==> src/rtl/pipe_stage_skid_reg.sv <==
// pipe_stage_skid_reg: valid/ready pipeline register with a two-entry skid buffer and synchronous flush.
// Optional stall counter output enabled by defining PIPE_STAGE_STALL_CNT_EN.
module pipe_stage_skid_reg #(
    parameter int DATA_W = 101,
    parameter int CTRL_W = 6
) (
    input  logic              clk,
    input  logic              reset,
    input  logic              flush,
    input  logic              in_valid,
    output logic              in_ready,
    input  logic [DATA_W-1:0] in_data,
    input  logic [CTRL_W-1:0] in_ctrl,
    output logic              out_valid,
    input  logic              out_ready,
    output logic [DATA_W-1:0] out_data,
    output logic [CTRL_W-1:0] out_ctrl
`ifdef PIPE_STAGE_STALL_CNT_EN
    ,
    output logic [31:0]       stall_cnt
`endif
);
    logic              main_v_q, main_v_d, skid_v_q, skid_v_d, in_ready_q, in_ready_d;
    logic [DATA_W-1:0] main_data_q, main_data_d, skid_data_q, skid_data_d;
    logic [CTRL_W-1:0] main_ctrl_q, main_ctrl_d, skid_ctrl_q, skid_ctrl_d;
    logic              acc, drn;

    assign acc       = in_valid & in_ready_q;
    assign drn       = main_v_q & out_ready;
    assign in_ready  = in_ready_q;
    assign out_valid = main_v_q;
    assign out_data  = main_data_q;
    assign out_ctrl  = main_v_q ? main_ctrl_q : '0;

    always_comb begin
        main_v_d    = main_v_q;
        main_data_d = main_data_q;
        main_ctrl_d = main_ctrl_q;
        skid_v_d    = skid_v_q;
        skid_data_d = skid_data_q;
        skid_ctrl_d = skid_ctrl_q;
        if (flush) begin
            main_v_d    = 1'b0;
            main_data_d = '0;
            main_ctrl_d = '0;
            skid_v_d    = 1'b0;
            skid_data_d = '0;
            skid_ctrl_d = '0;
        end else if (skid_v_q) begin
            // in_ready is low here, so only a drain can move anything
            if (drn) begin
                main_v_d    = 1'b1;
                main_data_d = skid_data_q;
                main_ctrl_d = skid_ctrl_q;
                skid_v_d    = 1'b0;
            end
        end else if (acc && (!main_v_q || drn)) begin
            main_v_d    = 1'b1;
            main_data_d = in_data;
            main_ctrl_d = in_ctrl;
        end else if (acc) begin
            skid_v_d    = 1'b1;
            skid_data_d = in_data;
            skid_ctrl_d = in_ctrl;
        end else if (drn) begin
            main_v_d = 1'b0;
        end
        in_ready_d = !skid_v_d;
    end

    always_ff @(posedge clk or posedge reset) begin
        if (reset) begin
            main_v_q    <= 1'b0;
            main_data_q <= '0;
            main_ctrl_q <= '0;
            skid_v_q    <= 1'b0;
            skid_data_q <= '0;
            skid_ctrl_q <= '0;
            in_ready_q  <= 1'b1;
        end else begin
            main_v_q    <= main_v_d;
            main_data_q <= main_data_d;
            main_ctrl_q <= main_ctrl_d;
            skid_v_q    <= skid_v_d;
            skid_data_q <= skid_data_d;
            skid_ctrl_q <= skid_ctrl_d;
            in_ready_q  <= in_ready_d;
        end
    end

`ifdef PIPE_STAGE_STALL_CNT_EN
    logic [31:0] stall_cnt_q;
    assign stall_cnt = stall_cnt_q;

    always_ff @(posedge clk or posedge reset) begin
        if (reset) stall_cnt_q <= '0;
        else if (main_v_q && !out_ready && stall_cnt_q != 32'hFFFF_FFFF) stall_cnt_q <= stall_cnt_q + 32'd1;
    end
`endif
endmodule

==> config.mk <==
export PLATFORM = sky130hd
export DESIGN_NAME = pipe_stage_skid_reg
export DESIGN_NICKNAME = d
export VERILOG_FILES = /design/src/rtl/pipe_stage_skid_reg.sv
export SDC_FILE = /design/constraint.sdc
export NUM_CORES = 1
export LEC_CHECK = 0
export BUFFER_PORTS_ARGS = -buffer_cell sky130_fd_sc_hd__clkbuf_2
export CAP_MARGIN = 15
export CORE_MARGIN = 2
export CORE_UTILIZATION = 50
export CTS_BUF_LIST = sky130_fd_sc_hd__clkbuf_16
export DETAILED_ROUTE_END_ITERATION = 16
export GPL_TIMING_DRIVEN = 0
export PLACE_DENSITY = 0.73
export RECOVER_POWER = 50
export SLEW_MARGIN = 20
export SYNTH_ARGS = -nofsm -noshare
export SYNTH_HDL_FRONTEND = slang
export SYNTH_SLANG_ARGS = --single-unit
==> constraint.sdc <==
create_clock -name clk -period 20.3 [get_ports clk]
set_input_delay 4.06 -clock clk [delete_from_list [all_inputs] [get_ports clk]]
set_output_delay 4.06 -clock clk [all_outputs]
set_load 0.05 [all_outputs]
==> impl_metrics.env, run 1 <==
export IMPL_critPathMaxFanout=95
export IMPL_gr_usage_met2=0.373
export IMPL_peakVddDrop_uv=56.5
export IMPL_status="complete, but fails checks"
export IMPL_violations="max-capacitance violations, max-slew violations"
export IMPL_h_tree_depth=1
export IMPL_worstPathArrival_ns=8.79
export IMPL_async_flop_share=1.00
export IMPL_synth_most_common_cell="dfrtp_1"
export IMPL_io_pins=221
export IMPL_synth_compound_area_share=0.00223
export IMPL_grt_pass1_wl_mm=45.2
export IMPL_synth_top_family_by_area="multiplexers"
export IMPL_clockBufferDepth=3
export IMPL_rows=56
export IMPL_maxCapViolCount=3
export IMPL_yosysWarnings=0
export IMPL_wirelength_mm=28.3
export IMPL_area_sequential_um2=5430
export IMPL_critPathLaunchType="primary input"
export IMPL_rsz0062_at_grt="false"
export IMPL_clock_skew_final_ns=0.00839
export IMPL_floorplan_initialDensity=0.505
export IMPL_nNetsFinal=1430
export IMPL_cp_num_buf_inv=3
export IMPL_path_cells="clkbuf_1 > clkinvlp_2 > clkbuf_1"
export IMPL_drc_errors=0
export IMPL_clk_latency_ns=0.51
export IMPL_cts_tree="yes"
export IMPL_final_setup_viol_count=0
export IMPL_endpoint_kind="async pin"
export IMPL_antenna_found_initial=1
export IMPL_path_class="primary input to async pin"
export IMPL_io_buffers=219
export IMPL_synth_fa_ha_area_frac=0
export IMPL_critPathSlowestCell="clkbuf_1"
export IMPL_busiest_layer="met2"
export IMPL_min_path_type="flip-flop to flip-flop"
export IMPL_clock_root_buffer="clkbuf_16"
export IMPL_synth_cells=1070
export IMPL_seq_area_frac_synth=0.461
export IMPL_grt_start_max_net_pins=96
export IMPL_tns_ns=0
export IMPL_worst_pin_slew_ns=5.15
export IMPL_p_leak_uw=0.00654
export IMPL_clk_pin_slew_ns=0.06
export IMPL_synth_xor_area_share=0
export IMPL_finalHoldViolCount=0
export IMPL_cts_setup_buffers=0
export IMPL_drv_slew=222
export IMPL_synth_top_cell_area_share=0.459
export IMPL_fill_cells=2042
export IMPL_cts_resized_gates=0
export IMPL_cp_required_ns=19.67
export IMPL_ys_types=22
export IMPL_first_pass_iters=4
export IMPL_grt_use_total=0.229
export IMPL_period_share=0.464
export IMPL_synth_edf_count=0
export IMPL_finalCriticalPeriod_ns=9.42
export IMPL_core_area_um2=23300
export IMPL_multiInputGateArea_um2=5880
export IMPL_synth_common_cells="dfrtp_1 (216), nand2b_1 (215), mux2i_1 (214)"
export IMPL_yosys_area_share_simple=0.212
export IMPL_grt_use_met1=0.310
export IMPL_cts_made_buffers=25
export IMPL_viasPerCell=5.03
export IMPL_area_delta_synth_final_pct=18.6
export IMPL_overflow=0
export IMPL_grt_use_met3=0.0449
export IMPL_muxShareOfSynthArea=0.284
export IMPL_critical_path_max_stage_delay_ns=3.64
export IMPL_whs_ns=0.540
export IMPL_yosys_top_cells_area="dfrtp_1 (46%), mux2i_1 (18%), nand2b_1 (11%)"
export IMPL_gp_congestion=0.780
export IMPL_clock_sinks=217
export IMPL_place_hpwl_mm=19.6
export IMPL_fp_dieH_um=158
export IMPL_layout_drive_gt1_share=0.282
export IMPL_max_freq_mhz=106
export IMPL_fp_dieW_um=158
export IMPL_crit_family="buffers and inverters"
export IMPL_num_vias=8316
export IMPL_slew_headroom=-2.43
export IMPL_drt_iter0_drc=335
export IMPL_grt_pass1_vias=8733
export IMPL_dieArea_um2=24800
export IMPL_synth_top_area_cell="dfrtp_1"
export IMPL_power_density_nw_per_um2=78.8
export IMPL_ys_flop_type="dfrtp_1"
export IMPL_ctsHoldBuffers=0
export IMPL_wl_per_cell_um=17.1
export IMPL_avgSynthCellArea_um2=11.0
export IMPL_synth_area_um2=11800
export IMPL_crit_top_cell="clkbuf_1"
export IMPL_ant_nets=0
export IMPL_syn_num_nets=1182
export IMPL_ys_ff_latch=217
-- power breakdown --
part	switching, uW	internal, uW
combinational	154	83.5
sequential	12.7	458
clock	173	220
-- per-layer routing --
metal | part of all wire | wire (um) | vias to the layer above
met5 | 0 | 0 | -
met4 | 0.027 | 753 | 0
met3 | 0.051 | 1450 | 44
met2 | 0.47 | 13400 | 165
met1 | 0.45 | 12700 | 4091
li1 | - | - | 4016
-- sequential cells by signal, summed over array words and instances (netlist names) --
| register | cells |
|---|---|
| in_ready | 1 |
| skid_data_q | 101 |
| main_ctrl_q | 6 |
| out_data | 101 |
| skid_v_q | 1 |
| out_valid | 1 |
| skid_ctrl_q | 6 |
-- path summary, 6_finish.rpt --
| path | slack (ns) | startpoint | depth (start not counted) | endpoint |
|---|---|---|---|---|
| hold reg to reg | 0.54 | skid_ctrl_q[3] | 2 | skid_ctrl_q[3] |
| setup reg to reg | 18.25 | out_valid | 6 | out_data[0] |
| max in group clk | 14.70 | out_valid | 3 | out_ctrl[0] |
| min in group asynchronous | 3.88 | reset | 2 | out_data[21] |
| setup / recovery | 10.88 | reset | 3 | out_data[78] |
| hold / removal | 0.54 | skid_ctrl_q[3] | 2 | skid_ctrl_q[3] |
-- layout make-up --
class	instances	area share
multi-input cells	767	0.421
flip-flops and latches	217	0.389
repair buffers	221	0.0789
clock buffers	25	0.0448
plain buffers	85	0.0336
well taps	319	0.0286
clock inverters	15	0.00430
inverters	1	0.000358
diodes	2	0.000358
-- stage by stage --
step           power [uW]  worst slack, ns  area [um2]  std cells  utilization
5_1_grt              1150             9.62       14000       1651        0.599
4_1_cts              1110            14.65       14000       1650        0.601
6_report             1100            10.88       14000       1652        0.599
2_1_floorplan         653            10.31       11800       1070            -
3_3_place_gp          715             7.43       13300       1608        0.569
3_5_place_dp          719            14.46       13300       1610        0.572
-- tightest hold or removal path: cells and delay by family, from the launching register on --
family | cells | cell delay (ns)
mux | 1 | 0.06
simple gates | 1 | 0.07
flops | 1 | 0.38
-- kinds of logic (layout without fill, tap and decap cells) --
| kind of cell | count (synthesis) | count (layout) |
|---|---|---|
| compound gates | 3 | 3 |
| simple gates | 443 | 443 |
| other cells | 0 | 2 |
| flops | 217 | 217 |
| buf+inv | 86 | 347 |
| mux | 321 | 321 |
-- cell usage in the layout, fill, tap and decap left out, types with 6 or more instances in the layout --
cell type and n:
mux2i_1 214, dfrtp_1 216, nor2_1 109, clkbuf_16 25, and2_1 8, buf_4 17, nand2b_1 215, inv_1 8
nor2b_1 107, mux2_2 77, clkbuf_2 218, mux2_1 30, buf_2 24, buf_6 6, clkbuf_1 40
Power figures use the tool's default switching activity.
==> inputs of run 2 (changes only) <==
PLACE_DENSITY = 0.76   (was 0.73)
clock period = 7.98 ns   (was 20.3 ns; I/O delays follow)
==> impl_metrics.env, run 2 (synthesized netlist as in run 1, its figures left out) <==
export IMPL_power_frac_seq=0.411
export IMPL_layout_commonest_cell="clkbuf_2"
export IMPL_first_pass_iters=6
export IMPL_rsz0062_at_grt="false"
export IMPL_whs_ns=0.540
export IMPL_cts_tree="yes"
export IMPL_io_pins=221
export IMPL_clockBufferDepth=3
export IMPL_fp_dieH_um=158
export IMPL_slew_headroom=-0.195
export IMPL_critPathLaunchType="flip-flop"
export IMPL_cts_made_buffers=25
export IMPL_grt_pass1_vias=8445
export IMPL_max_freq_mhz=317
export IMPL_min_path_type="flip-flop to flip-flop"
export IMPL_gp_congestion=0.744
export IMPL_p_clk_frac=0.380
export IMPL_clock_skew_final_ns=0.00973
export IMPL_h_tree_depth=1
export IMPL_clock_sinks=217
export IMPL_worst_pin_slew_ns=1.78
export IMPL_wirelength_mm=28.4
export IMPL_regToRegSetupSlack_ns=5.84
export IMPL_antenna_found_initial=0
export IMPL_drt_iter0_drc=414
export IMPL_p_switching_uw=876
export IMPL_p_comb_frac=0.209
export IMPL_fp_dieW_um=158
export IMPL_internal_power_uw=2040
export IMPL_path_class="flip-flop to output port"
export IMPL_post_route_util=0.604
export IMPL_cts_resized_gates=0
export IMPL_ctsHoldBuffers=0
export IMPL_finalHoldViolCount=0
export IMPL_power_uw=2910
export IMPL_power_density_nw_per_um2=207
export IMPL_power_switching_share=0.301
export IMPL_worstPathArrival_ns=1.56
export IMPL_io_buffers=219
export IMPL_dieArea_um2=24800
export IMPL_core_area_um2=23300
export IMPL_timing_rr_end="out_data[28]"
export IMPL_final_setup_viol_count=0
export IMPL_violations="max-capacitance violations, max-slew violations"
export IMPL_overflow=0
export IMPL_viasPerCell=5.04
export IMPL_hold_depth=2
export IMPL_rows=56
export IMPL_status="complete, but fails checks"
export IMPL_p_leak_uw=0.00659
export IMPL_peakVddDrop_uv=173
export IMPL_wl_per_cell_um=17.2
export IMPL_cp_required_ns=6.38
export IMPL_clock_root_buffer="clkbuf_16"
export IMPL_diodes=0
export IMPL_grt_pass1_wl_mm=45.0
export IMPL_place_hpwl_mm=19.4
export IMPL_period_share=0.395
export IMPL_drc_errors=0
export IMPL_nNetsFinal=1430
export IMPL_grt_use_total=0.228
export IMPL_cts_setup_buffers=0
export IMPL_clk_latency_ns=0.51
export IMPL_r2r_cells=6
export IMPL_critPathMaxFanout=10
export IMPL_finalCriticalPeriod_ns=3.15
export IMPL_grt_start_max_net_pins=94
export IMPL_floorplan_initialDensity=0.505
export IMPL_layout_drive_gt1_share=0.285
export IMPL_hold_end="skid_data_q[9]"
export IMPL_worstReg2RegStart="out_valid"
export IMPL_clk_pin_slew_ns=0.06
export IMPL_endpoint_kind="output port"
export IMPL_num_vias=8322
export IMPL_area_delta_synth_final_pct=19.7
export IMPL_worstHoldStart="skid_data_q[9]"
export IMPL_ant_nets=0
export IMPL_final_cell_mix="clkbuf_2 (218), dfrtp_1 (216), nand2b_1 (215)"
export IMPL_fill_cells=1971
export IMPL_maxCapViolCount=1
export IMPL_drv_slew=35
## run 2: cell types whose count changed in the layout (fill, tap and decap cells not counted)
cell	before	now
bufinv_16	0	3
diode_2	2	0
buf_16	0	2
inv_1	8	5
clkinv_1	4	5
clkbuf_1	40	38
## run 2: worst max-delay path by stage
stage	slack, ns	startpoint	to
floorplan	0.45	reset	main_ctrl_q[0]
global placement	-2.43	reset	out_data[78]
detailed placement	4.55	out_ready	out_data[2]
CTS	4.79	out_valid	out_ctrl[1]
global route	4.72	out_valid	out_ctrl[1]
finish	4.83	out_valid	out_ctrl[0]
## run 2: metal layers
layer / up-vias / share of wire / GRT usage
met5: - / 0 / 0
met4: 0 / 0.019 / 0.0545
met3: 40 / 0.045 / 0.0410
met2: 160 / 0.48 / 0.385
met1: 4115 / 0.45 / 0.306
li1: 4007 / - / -
## run 2: final cells by class
class,count,area (um2),area share
multi-input cells,767,5880,0.417
flip-flops and latches,217,5430,0.385
repair buffers,221,1150,0.0816
clock buffers,25,626,0.0444
plain buffers,85,469,0.0333
well taps,319,399,0.0283
clock inverters,16,143,0.0101
inverters,1,5.00,0.000355
## run 2: stage by stage
step | TNS, ns | worst slack (ns) | instances | area (um2)
2_1_floorplan | 0 | 0.450 | 1070 | 11800
4_1_cts | 0 | 4.79 | 1651 | 14100
3_5_place_dp | 0 | 4.55 | 1610 | 13300
6_report | 0 | 4.83 | 1651 | 14100
5_1_grt | 0 | 4.72 | 1651 | 14100
3_3_place_gp | -520.88 | -2.43 | 1608 | 13300
## run 2: power groups by stage
stage | Sequential (uW) | Clock (uW) | Combinational [uW]
after global placement | 1210 | 0 | 604
final | 1200 | 1110 | 610
after floorplan | 1380 | 0 | 279
after global routing | 1200 | 1170 | 654
after detailed placement | 1210 | 0 | 614
after CTS | 1200 | 1130 | 617
## run 2: critical path, cell delays in order (launching register included)
cell,delay (ns)
dfrtp_1,0.35
buf_2,0.21
and2_1,0.15
clkbuf_2,0.32
==> inputs of run 3 (changes only) <==
ABC_AREA = 1   (was not set)
PLACE_DENSITY = 0.74   (was 0.76)
clock period = 3.29 ns   (was 7.98 ns; I/O delays follow)
==> impl_metrics.env, run 3 <==
export IMPL_status="complete, but fails checks"
export IMPL_violations="max-capacitance violations, max-slew violations"
export IMPL_seq_area_frac_synth=0.533
export IMPL_nNetsFinal=1695
export IMPL_slew_headroom=-0.00404
export IMPL_p_clk_frac=0.389
export IMPL_fp_dieH_um=147
export IMPL_floorplan_initialDensity=0.507
export IMPL_fp_dieW_um=147
export IMPL_diodes=0
export IMPL_ant_nets=0
export IMPL_ys_flop_type="dfrtp_1"
export IMPL_io_buffers=220
export IMPL_rsz0062_at_grt="false"
export IMPL_power_density_nw_per_um2=567
export IMPL_synth_top_cell_area_share=0.530
export IMPL_first_pass_iters=5
export IMPL_clk_pin_slew_ns=0.06
export IMPL_power_frac_seq=0.416
export IMPL_path_class="flip-flop to output port"
export IMPL_routed_wl_met2_mm=13.9
export IMPL_grt_start_max_net_pins=35
export IMPL_worstPathArrival_ns=1.85
export IMPL_r2r_cells=10
export IMPL_clockBufferDepth=3
export IMPL_yosysWarnings=0
export IMPL_timing_rr_end="out_data[5]"
export IMPL_core_area_um2=20100
export IMPL_clock_root_buffer="clkbuf_16"
export IMPL_internal_power_uw=4850
export IMPL_finalHoldViolCount=0
export IMPL_maxCapViolCount=1
export IMPL_clock_sinks=217
export IMPL_viasPerCell=5.36
export IMPL_critPathMaxFanout=9
export IMPL_ctsHoldBuffers=0
export IMPL_critPathLaunch="out_valid"
export IMPL_h_tree_depth=1
export IMPL_yosys_top_cells_area="dfrtp_1 (53%), nand2_1 (23%), nand3_1 (18%)"
export IMPL_synth_most_common_cell="nand2_1"
export IMPL_pre_cts_ws_ns=1.05
export IMPL_path_cells="clkbuf_1 > nand2_1 > inv_1 > clkbuf_2"
export IMPL_layout_commonest_cell="nand2_1"
export IMPL_synth_area_um2=10200
export IMPL_cts_made_buffers=25
export IMPL_drt_iter0_drc=736
export IMPL_worst_slack_ns=0.778
export IMPL_gp_congestion=0.835
export IMPL_peakVddDrop_uv=387
export IMPL_max_freq_mhz=398
export IMPL_avgSynthCellArea_um2=7.67
export IMPL_wl_per_cell_um=15.8
export IMPL_rows=52
export IMPL_final_setup_viol_count=0
export IMPL_drv_slew=19
export IMPL_grt_pass1_wl_mm=48.4
export IMPL_place_hpwl_mm=20.6
export IMPL_wirelength_mm=29.5
export IMPL_overflow=0
export IMPL_critical_path_max_stage_delay_ns=0.44
export IMPL_cp_num_buf_inv=3
export IMPL_drc_errors=0
export IMPL_antenna_found_initial=0
export IMPL_async_flop_share=1.00
export IMPL_cp_required_ns=2.63
export IMPL_met1_length_mm=12.6
export IMPL_synth_cells=1328
export IMPL_p_leak_uw=0.00727
export IMPL_critPathSlowestCell="clkbuf_1"
export IMPL_cp_depth=4
export IMPL_synth_top_area_cell="dfrtp_1"
export IMPL_critPathLaunchType="flip-flop"
export IMPL_layout_drive_gt1_share=0.174
export IMPL_crit_family="buffers and inverters"
export IMPL_regToRegSetupSlack_ns=0.79
export IMPL_num_vias=10027
export IMPL_synth_edf_count=0
export IMPL_cts_setup_buffers=0
export IMPL_power_switching_share=0.318
export IMPL_p_switching_uw=2260
export IMPL_ys_ff_latch=217
export IMPL_finalCriticalPeriod_ns=2.51
export IMPL_design_area_um2=12500
export IMPL_p_comb_frac=0.195
export IMPL_cts_resized_gates=0
export IMPL_dr_wl_met3_mm=2.38
export IMPL_period_share=0.763
export IMPL_crit_end="out_ctrl[4]"
export IMPL_synth_common_cells="nand2_1 (618), nand3_1 (362), dfrtp_1 (216)"
export IMPL_final_cell_mix="nand2_1 (619), nand3_1 (362), dfrtp_1 (216)"
export IMPL_grt_pass1_vias=9571
export IMPL_syn_num_nets=1440
export IMPL_ys_types=16
export IMPL_cts_tree="yes"
export IMPL_grt_use_total=0.274
export IMPL_endpoint_kind="output port"
export IMPL_worstReg2RegStart="out_valid"
export IMPL_io_pins=221
export IMPL_min_path_type="primary input to async pin"
export IMPL_clk_latency_ns=0.51
export IMPL_highest_layer="met4"
export IMPL_worst_pin_slew_ns=1.51
export IMPL_area_delta_synth_final_pct=23.1
export IMPL_dieArea_um2=21500
export IMPL_clock_skew_final_ns=0.0173
export IMPL_place_area_um2=11800
-- run 3: cell count changes after synthesis, moves of 107 or more --
cell,change
mux2i_1,-214
nand2_1,+617
nand2b_1,-215
nand3_1,+362
nor2_1,-109
nor2b_1,-107
-- run 3: worst min-delay path by stage --
stage                               from             end
after CTS                          reset    out_data[10]
after floorplan           main_ctrl_q[0]  main_ctrl_q[0]
after global routing               reset    out_data[10]
after detailed placement    out_data[65]    out_data[65]
after global placement      out_data[79]    out_data[79]
final                              reset    out_data[10]
-- run 3: cell families (layout without fill, tap and decap cells) --
logic type	after synthesis	after routing	share of synthesized area
and+or+nand+nor	987	987	0.410
DFF	217	217	0.533
buffers and inverters	122	395	0.0555
AOI/OAI and AO/OA	2	2	0.00123
-- run 3: through the flow --
step | hold slack (ns) | util | std cells | total power, uW | TNS [ns]
finish | 0.257 | 0.624 | 1871 | 7110 | 0
detailed placement | 0.457 | 0.588 | 1826 | 4400 | 0
floorplan | 0.442 | - | 1328 | 3950 | -41.75
CTS | 0.151 | 0.628 | 1871 | 7170 | 0
global route | 0.323 | 0.624 | 1871 | 7390 | 0
global placement | 0.454 | 0.579 | 1818 | 4360 | -330.11
-- run 3: layer usage --
layer	up-vias	GRT usage
met3	61	0.0398
li1	4803	-
met5	-	0
met1	4734	0.395
met4	0	0.0728
met2	429	0.440
-- run 3: layout make-up --
type,count,area [um2]
fillers,1867,7560
flip-flops and latches,217,5430
inverters,14,53.8
plain buffers,108,505
multi-input cells,989,4190
clock inverters,20,186
repair buffers,228,1210
clock buffers,25,626
well taps,270,338
-- run 3: power by group through the flow --
stage                     Sequential [uW]  Combinational, uW  Clock [uW]
after global routing                 2970               1500        2920
after floorplan                      3470                485           0
after global placement               3000               1360           0
after detailed placement             3000               1410           0
final                                2960               1390        2760
after CTS                            2950               1410        2800
